--- src/rtl/psum_sc_mc_ctrl_pkg.sv ---
// Shared definitions for the multi-channel partial-sum scratchpad controller:
// FSM state encoding and accumulate-select constants.
package psum_sc_mc_ctrl_pkg;

  typedef enum logic [2:0] {
    ST_WAIT  = 3'd0,
    ST_RD    = 3'd1,
    ST_RDREG = 3'd2,
    ST_WR    = 3'd3,
    ST_OUT   = 3'd4,
    ST_CLR   = 3'd5,
    ST_DONE  = 3'd6
  } state_e;

  localparam logic ACC_SEL_PASS = 1'b0;
  localparam logic ACC_SEL_ADD  = 1'b1;

endpackage

--- src/rtl/psum_sc_mc_datapath.sv ---
// Datapath for the psum scratchpad controller: wrapping lead pointer, channel
// counter with runtime limit, latched per-position flags and address concat.
module psum_sc_mc_datapath
  import psum_sc_mc_ctrl_pkg::*;
#(
  parameter int ADDR_LEN  = 8,
  parameter int DEPTH     = 256,
  parameter int NUM_CH    = 4,
  parameter int CH_ID_LEN = 2
) (
  input  logic                          clk_i,
  input  logic                          rst_i,
  input  logic                          accept_i,
  input  logic                          finish_step_i,
  input  logic                          first_pass_i,
  input  logic [CH_ID_LEN-1:0]          active_ch_i,
  input  logic                          clear_i,
  input  logic                          ch_step_i,
  input  logic                          lead_step_i,
  output logic [CH_ID_LEN-1:0]          ch_sel_o,
  output logic [ADDR_LEN-1:0]           lead_o,
  output logic                          fin_o,
  output logic                          ovw_o,
  output logic                          ch_last_o,
  output logic                          lead_wrap_o,
  output logic [ADDR_LEN+CH_ID_LEN-1:0] addr_o
);

  localparam logic [CH_ID_LEN-1:0] CH_MAX   = CH_ID_LEN'(NUM_CH - 1);
  localparam logic [ADDR_LEN-1:0]  LEAD_MAX = ADDR_LEN'(DEPTH - 1);

  logic [ADDR_LEN-1:0]  lead_q, lead_d;
  logic [CH_ID_LEN-1:0] ch_q, ch_d;
  logic [CH_ID_LEN-1:0] nch_q, nch_d;
  logic                 fin_q, fin_d;
  logic                 ovw_q, ovw_d;
  logic [CH_ID_LEN-1:0] nch_clamped;
  logic                 lead_at_max;
  logic                 ch_last;

  assign nch_clamped = (active_ch_i > CH_MAX) ? CH_MAX : active_ch_i;
  assign lead_at_max = (lead_q == LEAD_MAX);
  assign ch_last     = (ch_q == nch_q);

  // The channel limit is only captured on a position's first channel so that
  // later channels of the same position cannot change it mid-flight.
  always_comb begin
    lead_d = lead_q;
    ch_d   = ch_q;
    nch_d  = nch_q;
    fin_d  = fin_q;
    ovw_d  = ovw_q;
    if (clear_i) begin
      lead_d = '0;
      ch_d   = '0;
    end
    if (accept_i) begin
      fin_d = fin_q | finish_step_i;
      ovw_d = first_pass_i;
      if (ch_q == '0) nch_d = nch_clamped;
    end
    if (ch_step_i) ch_d = ch_last ? '0 : ch_q + 1'b1;
    if (lead_step_i) begin
      lead_d = lead_at_max ? '0 : lead_q + 1'b1;
      fin_d  = 1'b0;
    end
  end

  always_ff @(posedge clk_i or posedge rst_i) begin
    if (rst_i) begin
      lead_q <= '0;
      ch_q   <= '0;
      nch_q  <= '0;
      fin_q  <= 1'b0;
      ovw_q  <= 1'b0;
    end else begin
      lead_q <= lead_d;
      ch_q   <= ch_d;
      nch_q  <= nch_d;
      fin_q  <= fin_d;
      ovw_q  <= ovw_d;
    end
  end

  assign ch_sel_o    = ch_q;
  assign lead_o      = lead_q;
  assign fin_o       = fin_q;
  assign ovw_o       = ovw_q;
  assign ch_last_o   = ch_last;
  assign lead_wrap_o = lead_step_i & lead_at_max;
  assign addr_o      = {lead_q, ch_q};

endmodule

--- src/rtl/psum_sc_mc_ctrl.sv ---
// Partial-sum scratchpad controller: sequences read-modify-write per channel
// between the PE pipeline and the psum scratchpad, then flushes the position.
module psum_sc_mc_ctrl
  import psum_sc_mc_ctrl_pkg::*;
#(
  parameter int PSUM_SC_ADDR_LEN = 8,
  parameter int PSUM_SC_DEPTH    = 256,
  parameter int NUM_CH           = 4,
  parameter int CH_ID_LEN        = 2
) (
  input  logic                                  clk_i,
  input  logic                                  rst_i,
  input  logic                                  psum_valid_i,
  input  logic                                  finish_step_i,
  input  logic                                  first_pass_i,
  input  logic [CH_ID_LEN-1:0]                  active_ch_i,
  input  logic                                  clear_lead_i,
  output logic                                  stall_pipeline_o,
  output logic                                  psum_sc_ren_o,
  output logic                                  psum_sc_wen_o,
  output logic [PSUM_SC_ADDR_LEN+CH_ID_LEN-1:0] psum_sc_addr_o,
  output logic [CH_ID_LEN-1:0]                  ch_sel_o,
  output logic                                  acc_sel_o,
  output logic                                  psum_sc_reg_en_o,
  output logic                                  regs_en_o,
  output logic                                  clear_regs_o,
  output logic                                  psum_sc_done_o,
  output logic                                  lead_wrap_o,
  output logic [PSUM_SC_ADDR_LEN-1:0]           psum_sc_cnt_lead_o
);

  state_e state_q, state_d;
  logic   accept, clear, ch_step, lead_step;
  logic   fin_l, ovw_l, ch_last;

  psum_sc_mc_datapath #(
    .ADDR_LEN (PSUM_SC_ADDR_LEN),
    .DEPTH    (PSUM_SC_DEPTH),
    .NUM_CH   (NUM_CH),
    .CH_ID_LEN(CH_ID_LEN)
  ) u_datapath (
    .clk_i        (clk_i),
    .rst_i        (rst_i),
    .accept_i     (accept),
    .finish_step_i(finish_step_i),
    .first_pass_i (first_pass_i),
    .active_ch_i  (active_ch_i),
    .clear_i      (clear),
    .ch_step_i    (ch_step),
    .lead_step_i  (lead_step),
    .ch_sel_o     (ch_sel_o),
    .lead_o       (psum_sc_cnt_lead_o),
    .fin_o        (fin_l),
    .ovw_o        (ovw_l),
    .ch_last_o    (ch_last),
    .lead_wrap_o  (lead_wrap_o),
    .addr_o       (psum_sc_addr_o)
  );

  always_ff @(posedge clk_i or posedge rst_i) begin
    if (rst_i) state_q <= ST_WAIT;
    else       state_q <= state_d;
  end

  // A clear_lead in WAIT takes priority and defers any coincident psum_valid.
  always_comb begin
    state_d          = state_q;
    accept           = 1'b0;
    clear            = 1'b0;
    ch_step          = 1'b0;
    lead_step        = 1'b0;
    stall_pipeline_o = 1'b0;
    psum_sc_ren_o    = 1'b0;
    psum_sc_wen_o    = 1'b0;
    acc_sel_o        = ACC_SEL_PASS;
    psum_sc_reg_en_o = 1'b0;
    regs_en_o        = 1'b0;
    clear_regs_o     = 1'b0;
    psum_sc_done_o   = 1'b0;
    case (state_q)
      ST_WAIT: begin
        if (clear_lead_i) begin
          clear = 1'b1;
        end else if (psum_valid_i) begin
          accept  = 1'b1;
          state_d = first_pass_i ? ST_WR : ST_RD;
        end
      end
      ST_RD: begin
        psum_sc_ren_o    = 1'b1;
        stall_pipeline_o = 1'b1;
        state_d          = ST_RDREG;
      end
      ST_RDREG: begin
        psum_sc_reg_en_o = 1'b1;
        stall_pipeline_o = 1'b1;
        state_d          = ST_WR;
      end
      ST_WR: begin
        psum_sc_wen_o    = 1'b1;
        stall_pipeline_o = 1'b1;
        acc_sel_o        = ovw_l ? ACC_SEL_PASS : ACC_SEL_ADD;
        ch_step          = 1'b1;
        state_d          = (ch_last && fin_l) ? ST_OUT : ST_WAIT;
      end
      ST_OUT: begin
        regs_en_o        = 1'b1;
        stall_pipeline_o = 1'b1;
        state_d          = ST_CLR;
      end
      ST_CLR: begin
        clear_regs_o     = 1'b1;
        stall_pipeline_o = 1'b1;
        state_d          = ST_DONE;
      end
      ST_DONE: begin
        psum_sc_done_o = 1'b1;
        lead_step      = 1'b1;
        state_d        = ST_WAIT;
      end
      default: state_d = ST_WAIT;
    endcase
  end

endmodule
--- config.mk ---
export PLATFORM = sky130hd
export DESIGN_NAME = psum_sc_mc_ctrl
export DESIGN_NICKNAME = d
export VERILOG_FILES = /design/src/rtl/psum_sc_mc_ctrl_pkg.sv /design/src/rtl/psum_sc_mc_datapath.sv /design/src/rtl/psum_sc_mc_ctrl.sv
export SDC_FILE = /design/constraint.sdc
export NUM_CORES = 1
export LEC_CHECK = 0
export ABC_CLOCK_PERIOD_IN_PS = 2200
export CORE_UTILIZATION = 45
export DETAILED_ROUTE_END_ITERATION = 8
export GPL_ROUTABILITY_DRIVEN = 1
export PLACE_DENSITY = 0.88
export SLEW_MARGIN = 20
export SYNTH_ARGS = -nofsm -noshare
export SYNTH_HDL_FRONTEND = slang
export SYNTH_HIERARCHICAL = 1
export SYNTH_SLANG_ARGS = --single-unit
--- constraint.sdc ---
create_clock -name clk_i -period 2.2 [get_ports clk_i]
set_clock_uncertainty 0.1 [all_clocks]
set_input_delay 0.44 -clock clk_i [delete_from_list [all_inputs] [get_ports clk_i]]
set_output_delay 0.44 -clock clk_i [all_outputs]
set_load 0.01 [all_outputs]
# Yosys cells after proc, flatten, opt, wreduce, memory -nomap -nowiden
# Cells that the tools add are included.
# totals
reg_bits	17
inputBits	8
out_inout_bits	29
# classes
addsub	2
magnitude_cmp	1
n_eq_ne	10
n_mux	28
n_bitwise	2
n_reduce_logical	9
# ops
operator	n
8-bit 2-to-1 mux	3
3-bit case mux with 6 select lines	1
1-bit 2-to-1 mux	16
2-bit 2-to-1 mux	5
3-bit equality test (second input constant)	3
3-bit 2-to-1 mux	3
8-bit by 1-bit adder with 8-bit output (second input constant)	1
8-bit equality test (second input constant)	1
3-bit by 2-bit equality test with 1-bit output (second input constant)	2
2-bit nonzero test	3
5-bit OR reduction	1
2-bit inequality test (second input constant)	2
2-bit AND reduction	2
3-bit by 1-bit equality test with 1-bit output (second input constant)	1
3-bit zero test	1
2-bit by 1-bit adder with 2-bit output (second input constant)	1
2-bit equality test	1
2-bit > comparator (second input constant)	1
2-bit zero test	1
1-bit AND	1
1-bit logical AND	1
1-bit OR	1

# Depth between registers and ports, before layout
# Gate-level depths: netlist (run 1).
# logic_depth
word_depth	5
ltp_mapped	7

# Modules after synthesis
# The synthesis (run 1) kept the hierarchy.
# by_module_without_submodules
module	n_inst	cells_per_inst	area_each_um2	seq_area_each_um2
psum_sc_mc_datapath	1	88	812.0	350.3
psum_sc_mc_ctrl	1	29	270.3	75.1

# Least setup slack after synthesis (run 1)
# Ideal clock, no wire load.
# synth_path
path_type	register to output
start	reg state_q[0]
end	out lead_wrap_o
arrival_time_ns	1.370
required_time_ns	1.660
setup_slack_ns	0.290
stages_incl_launch_ff	6
path_buffers	1
path_cell_list	dfrtp_1 buf_6 inv_2 and3_1 inv_2 nor4_1
# synth_via
elab_chain_cells	3
# synth_rtl
element	line	rtl
start: declaration	psum_sc_mc_ctrl.sv:32	state_e state_q, state_d;
start signal: assignment	psum_sc_mc_ctrl.sv:62	else state_q <= state_d;
3-bit equality test	--	
1-bit 2-to-1 mux	--	
named net psum_sc_done_o	psum_sc_mc_ctrl.sv:27	output logic psum_sc_done_o,
1-bit AND	psum_sc_mc_datapath.sv:90	assign lead_wrap_o = lead_step_i & lead_at_max;
end: declaration	psum_sc_mc_ctrl.sv:28	output logic lead_wrap_o,
# The timed path passes the listed nets, and every way through them passes these cells.

# Worst setup path in the final report (run 1)
# layout_path
start	reg state_q[0]
end	out psum_sc_wen_o
# layout_via
elab_chain_cells	2
# layout_rtl
element	line	rtl
3-bit by 2-bit equality test with 1-bit output	psum_sc_mc_ctrl.sv:80	case (state_q)
1-bit 2-to-1 mux	psum_sc_mc_ctrl.sv:80	
end: declaration	psum_sc_mc_ctrl.sv:20	output logic psum_sc_wen_o,
# Every way passes these cells.

==> results of run 1 <==
area by class of cell:
class	count	area share (%)
Sequential cell	17	28.74
Timing Repair Buffer	48	30.52
Tap cell	28	2.367
Clock buffer	4	1.775
Inverter	8	2.029
Multi-Input combinational cell	77	34.57
cells in the mapped netlist (all sizes together), types with 2 or more instances:
cell type   n  area share, %
dfrtp      17             39
buf        15             11
nand2      10            3.5
inv         8            2.8
nand3       7            3.2
nor2        6            2.1
o21ai       6            2.8
a21oi       5            2.3
and2        4            2.3
nand4       4            2.3
o211ai      4            2.8
mux2        3            3.1
nor2b       3            2.4
ha          2            2.3
nand2b      2            1.2
nor3        2            2.0
o31ai       2            1.4
or2         2            1.2
xor2        2            1.6
final timing paths:
| path | start | to | slack [ns] | cells after the start |
|---|---|---|---|---|
| min in group clk_i | u_datapath/nch_q[1] | u_datapath/nch_q[1] | 0.44 | 1 |
| setup / recovery | state_q[0] | psum_sc_wen_o | 0.06 | 3 |
| hold reg to reg | u_datapath/nch_q[1] | u_datapath/nch_q[1] | 0.44 | 1 |
| max in group asynchronous | rst_i | u_datapath/ovw_o | 1.19 | 2 |
| setup reg to reg | state_q[2] | u_datapath/lead_o[5] | 0.42 | 6 |
| hold / removal | rst_i | state_q[1] | 0.26 | 2 |
cell families after synthesis:
logic type	share of synthesized area (%)
buffers and inverters	13.99
xor gates and xnor gates	1.619
and+or+nand+nor	24.86
adders and majority gates	2.312
DFF	39.31
AOI/OAI and AO/OA	13.87
muxes	4.046
power by group:
group / internal, mW / leakage [nW] / switching [mW]
Clock: 0.0703 / 0.0150 / 0.0967
Combinational: 0.590 / 0.418 / 0.520
Sequential: 0.440 / 0.221 / 0.109
state kept, by name (all words and copies together) (netlist names):
name and count:
u_datapath/fin_o 1, u_datapath/lead_o 8, u_datapath/nch_q 2, u_datapath/ch_sel_o 2
state_q 3, u_datapath/ovw_o 1
what timing repair did:
action	in CTS	in global routing
pin swaps	1	0
setup buffers	1	0
hold buffers	0	0
endpoints found under the setup margin	7	3
resized for setup	8	5
per-layer routing:
layer / GRT usage (%) / vias to the layer above
li1: - / 477
met1: 26.18 / 492
met2: 39.47 / 30
met3: 2.679 / 2
met4: 8.333 / 0
met5: 0 / -
stage by stage:
step	util [%]	worst slack, ns	hold slack, ns	cell area, um2	instances
after floorplan	-	0.2896	0.09364	1082	117
after global placement	64.43	0.1232	0.3870	1439	177
after detailed placement	64.43	0.08235	0.3979	1439	177
after CTS	65.94	0.01660	0.2420	1473	182
after global routing	66.27	0.006761	0.2793	1480	182
final	66.27	0.06229	0.2602	1480	182
==> impl_metrics.yaml, run 1 <==
status:
  status: "finished, final reports clean"
critical_path:
  setup.worst_path.class: "flop to output port"
  cp.arrival_ns: 1.60
  critPathRequiredTime_ns: 1.66
  critPathBufInv: 2
  cp_max_fo: 8
  start_kind: "flop"
  cp_slowest_cell: "clkdlybuf4s50_1"
  max_stage_delay_ns: 0.55
  cp-end-kind: "output port"
  critical_path.top_delay_family: "buffers and inverters"
  cp_cell_sequence: "buf_4 > and3b_2 > clkdlybuf4s50_1"
placement:
  portBuffers: 36
  place_congestion: 0.8891
  dp_hpwl_mm: 1.901
cells_and_area:
  fill_cells: 175
  register_area_um2: 425.4
  final_common_cell: "clkdlybuf4s50_1"
  multi_input_area_um2: 511.7
  final_cell_mix: "clkdlybuf4s50_1, dfrtp_1, buf_4, nand2_1, nand3_1"
  fin_nets: 165
  syn_to_final_growth_pct: 36.76
  layout-drive-gt1-share_pct: 18.18
  antenna_cells: 0
sta:
  timing.fmax_mhz: 467.8
  finalSetupViolations: 0
  maxSlewViolCount: 0
  fin_crit_sh_pct: 97.17
  slew-limit-headroom_pct: 62.02
  hold_violations: 0
  rsz0062_at_grt: "no"
  min_period_ns: 2.138
  worst_pin_slew_ns: 0.5691
  fin_tns_setup_ns: 0
pwr:
  p_total_mw: 1.826
  ir_drop_v: 0.0009693
  p_per_area_nw_per_um2: 1234
  leakage_nw: 0.6542
routing:
  ant_nets: 0
  vias: 1001
  drc: 0
  drt-met1-wl_mm: 1.074
  dr_wl_met2_mm: 1.316
  highest_layer: "met4"
  initialDrtViolationCount: 38
  wl_met3_um: 87
  viasPerCell: 5.500
  drt_wl_total_mm: 2.498
  drt_pass1_iterations: 4
  post_drt_wl_per_cell_um: 13.73
floorplanning:
  core_um2: 2233
  start_util_pct: 48.46
  num_io_pins: 37
  rows: 17
  die_height_um: 51.04
  fp.dieW_um: 51.04
  dieArea_um2: 2605
yosys:
  postSynthNetCount: 127
  synthCells: 117
  synth.avg_cell_area_um2: 9.250
  syn_area_um2: 1082
  synth_edf_count: 0
  synth_seq_area_share_pct: 39.31
  yosysUniqueCellTypes: 37
  async_flop_share_pct: 100.0
  synth-seq-cells: 17
  ys.flop_type: "dfrtp_1"
  yosys_warnings: 6
cts:
  clk_root_buffer_cell: "clkbuf_4"
  clockBufferDepth: 2
  cts_sinks: 17
  cts.clk_slew.worst_paths_ns: 0.10
  cts_tree: "done"
  h-tree-depth: 1
  numCtsBuffers: 3
  insertion_delay_ns: 0.28
run:
  maxCapViolCount: 0
grt:
  grt_first_pass_wirelength_mm: 4.195
  antenna_found_initial: 0
  overflow: 0
  track_usage_pct: 21.88
  grt_pass1_vias: 966
  grt_max_degree: 15
hold_path:
  hold_path.class: "input pin to async pin"
Power figures use the tool's default switching activity.
==> run 2, diff against run 1 <==
--- a/config.mk
+++ b/config.mk
@@ -6,7 +6,9 @@
 export NUM_CORES = 1
 export LEC_CHECK = 0
 export ABC_CLOCK_PERIOD_IN_PS = 2200
+export CORE_MARGIN = 2
 export CORE_UTILIZATION = 45
+export CTS_BUF_LIST = sky130_fd_sc_hd__clkbuf_8 sky130_fd_sc_hd__clkbuf_16
 export DETAILED_ROUTE_END_ITERATION = 8
 export GPL_ROUTABILITY_DRIVEN = 1
 export PLACE_DENSITY = 0.88
==> impl_metrics.yaml, run 2 (synthesized netlist as in run 1, its figures left out) <==
sta:
  slew-limit-headroom_pct: 63.62
  maxSlewViolCount: 0
  worst_pin_slew_ns: 0.5451
  rsz0062_at_grt: "no"
  fin_crit_sh_pct: 97.20
  fin_tns_setup_ns: 0
  min_period_ns: 2.138
  finalSetupViolations: 0
  hold_violations: 0
  timing.fmax_mhz: 467.6
placement:
  dp_hpwl_mm: 1.960
  placement.cell_area_um2: 1439
  place_congestion: 0.8634
  portBuffers: 36
cells_and_area:
  design_area_um2: 1495
  largest_register_ffs: 8
  final_cell_mix: "clkdlybuf4s50_1, dfrtp_1, buf_4, nand2_1"
  multi_input_area_um2: 505.5
  fin_nets: 165
  syn_to_final_growth_pct: 38.15
  fill_cells: 189
  final_core_util_pct: 66.95
  layout-drive-gt1-share_pct: 16.88
  antenna_cells: 0
  register_area_um2: 425.4
  final_common_cell: "clkdlybuf4s50_1"
floorplanning:
  rows: 17
  num_io_pins: 37
  die_height_um: 53.04
  start_util_pct: 48.46
  dieArea_um2: 2813
  fp.dieW_um: 53.04
  core_um2: 2233
critical_path:
  worstRegToRegCells: 6
  cp-startpoint: "state_q[0]"
  cp_max_fo: 6
  critPathRequiredTime_ns: 1.66
  setup.worst_path.class: "flop to output port"
  start_kind: "flop"
  cp.arrival_ns: 1.60
  r2r_start: "state_q[2]"
  crit_end: "lead_wrap_o"
  rr_endpoint: "u_datapath/lead_o[5]"
  reg2reg_slack_ns: 0.47
  cp-end-kind: "output port"
pwr:
  ir_drop_v: 0.0009124
  p_per_area_nw_per_um2: 1280
  leakage_nw: 0.6638
grt:
  grt_max_degree: 15
  grt_first_pass_wirelength_mm: 4.243
  antenna_found_initial: 0
  overflow: 0
  track_usage_pct: 20.60
  grt_pass1_vias: 925
cts:
  cts_sinks: 17
  insertion_delay_ns: 0.24
  cts_tree: "done"
  cts.clk_slew.worst_paths_ns: 0.06
  h-tree-depth: 1
  clk_root_buffer_cell: "clkbuf_8"
  cts_hold_buf: 0
  numCtsBuffers: 3
  clockBufferDepth: 2
status:
  status: "finished, final reports clean"
routing:
  post_drt_wl_per_cell_um: 14.77
  viasPerCell: 5.511
  drt_wl_total_mm: 2.688
  drc: 0
  drt_pass1_iterations: 4
  initialDrtViolationCount: 33
  vias: 1003
  ant_nets: 0
hold_path:
  hold_path.class: "input pin to async pin"
run:
  maxCapViolCount: 0
run 2: where the power goes:
group / leakage, nW / switching, mW / internal, mW
clock: 0.0269 / 0.0978 / 0.123
sequential: 0.221 / 0.115 / 0.441
combinational: 0.416 / 0.537 / 0.600
total: 0.664 / 0.749 / 1.17
run 2: per-stage QoR:
| stage | hold WS [ns] | instances | setup slack [ns] | power [mW] |
|---|---|---|---|---|
| 4_1_cts | 0.3071 | 182 | 0.03602 | 1.916 |
| 3_5_place_dp | 0.4026 | 177 | 0.07477 | 1.674 |
| 2_1_floorplan | 0.09364 | 117 | 0.2896 | 1.247 |
| 5_1_grt | 0.3410 | 182 | 0.009340 | 2.039 |
| 3_3_place_gp | 0.3873 | 177 | 0.1187 | 1.626 |
| 6_report | 0.3167 | 182 | 0.06155 | 1.914 |
run 2: area by class of cell:
type / count / area share, %
sequential: 17 / 28.45
timing repair buffer: 48 / 30.38
inverter: 8 / 2.008
clock inverter: 1 / 0.2510
clock buffer: 3 / 2.762
tap: 28 / 2.343
multi-input combinational: 77 / 33.81
run 2: worst max-delay path, cell delays in order (launching register included):
cell,delay (ns)
dfrtp_1,0.39
inv_2,0.09
and3_1,0.22
inv_2,0.08
nor4_1,0.26
dlygate4sd2_1,0.30
run 2: layer usage:
| metal | track usage [%] | vias to the layer above | part of all wire [%] |
|---|---|---|---|
| met2 | 35.42 | 47 | 52 |
| li1 | - | 473 | - |
| met3 | 1.977 | 2 | 4.6 |
| met5 | 0 | - | 0 |
| met1 | 26.67 | 481 | 42 |
| met4 | 7.692 | 0 | 0.71 |
run 2: how the worst min path moves through the flow:
| stage | to | start | cells past startpoint | slack (ns) |
|---|---|---|---|---|
| finish | state_q[0] | rst_i | 2 | 0.32 |
| global route | state_q[0] | rst_i | 2 | 0.34 |
| CTS | state_q[1] | rst_i | 2 | 0.31 |
| detailed placement | u_datapath/fin_o | u_datapath/fin_o | 2 | 0.40 |
| global placement | u_datapath/fin_o | u_datapath/fin_o | 2 | 0.39 |
| floorplan | state_q[0] | rst_i | 1 | 0.09 |
run 2: what timing repair did:
action | in CTS | in global routing
buffers inserted | 1 | 0
endpoints found under the hold margin | 0 | 0
gates resized for setup | 5 | 2
pin swaps | 1 | 0
endpoints found under the setup margin | 4 | 2
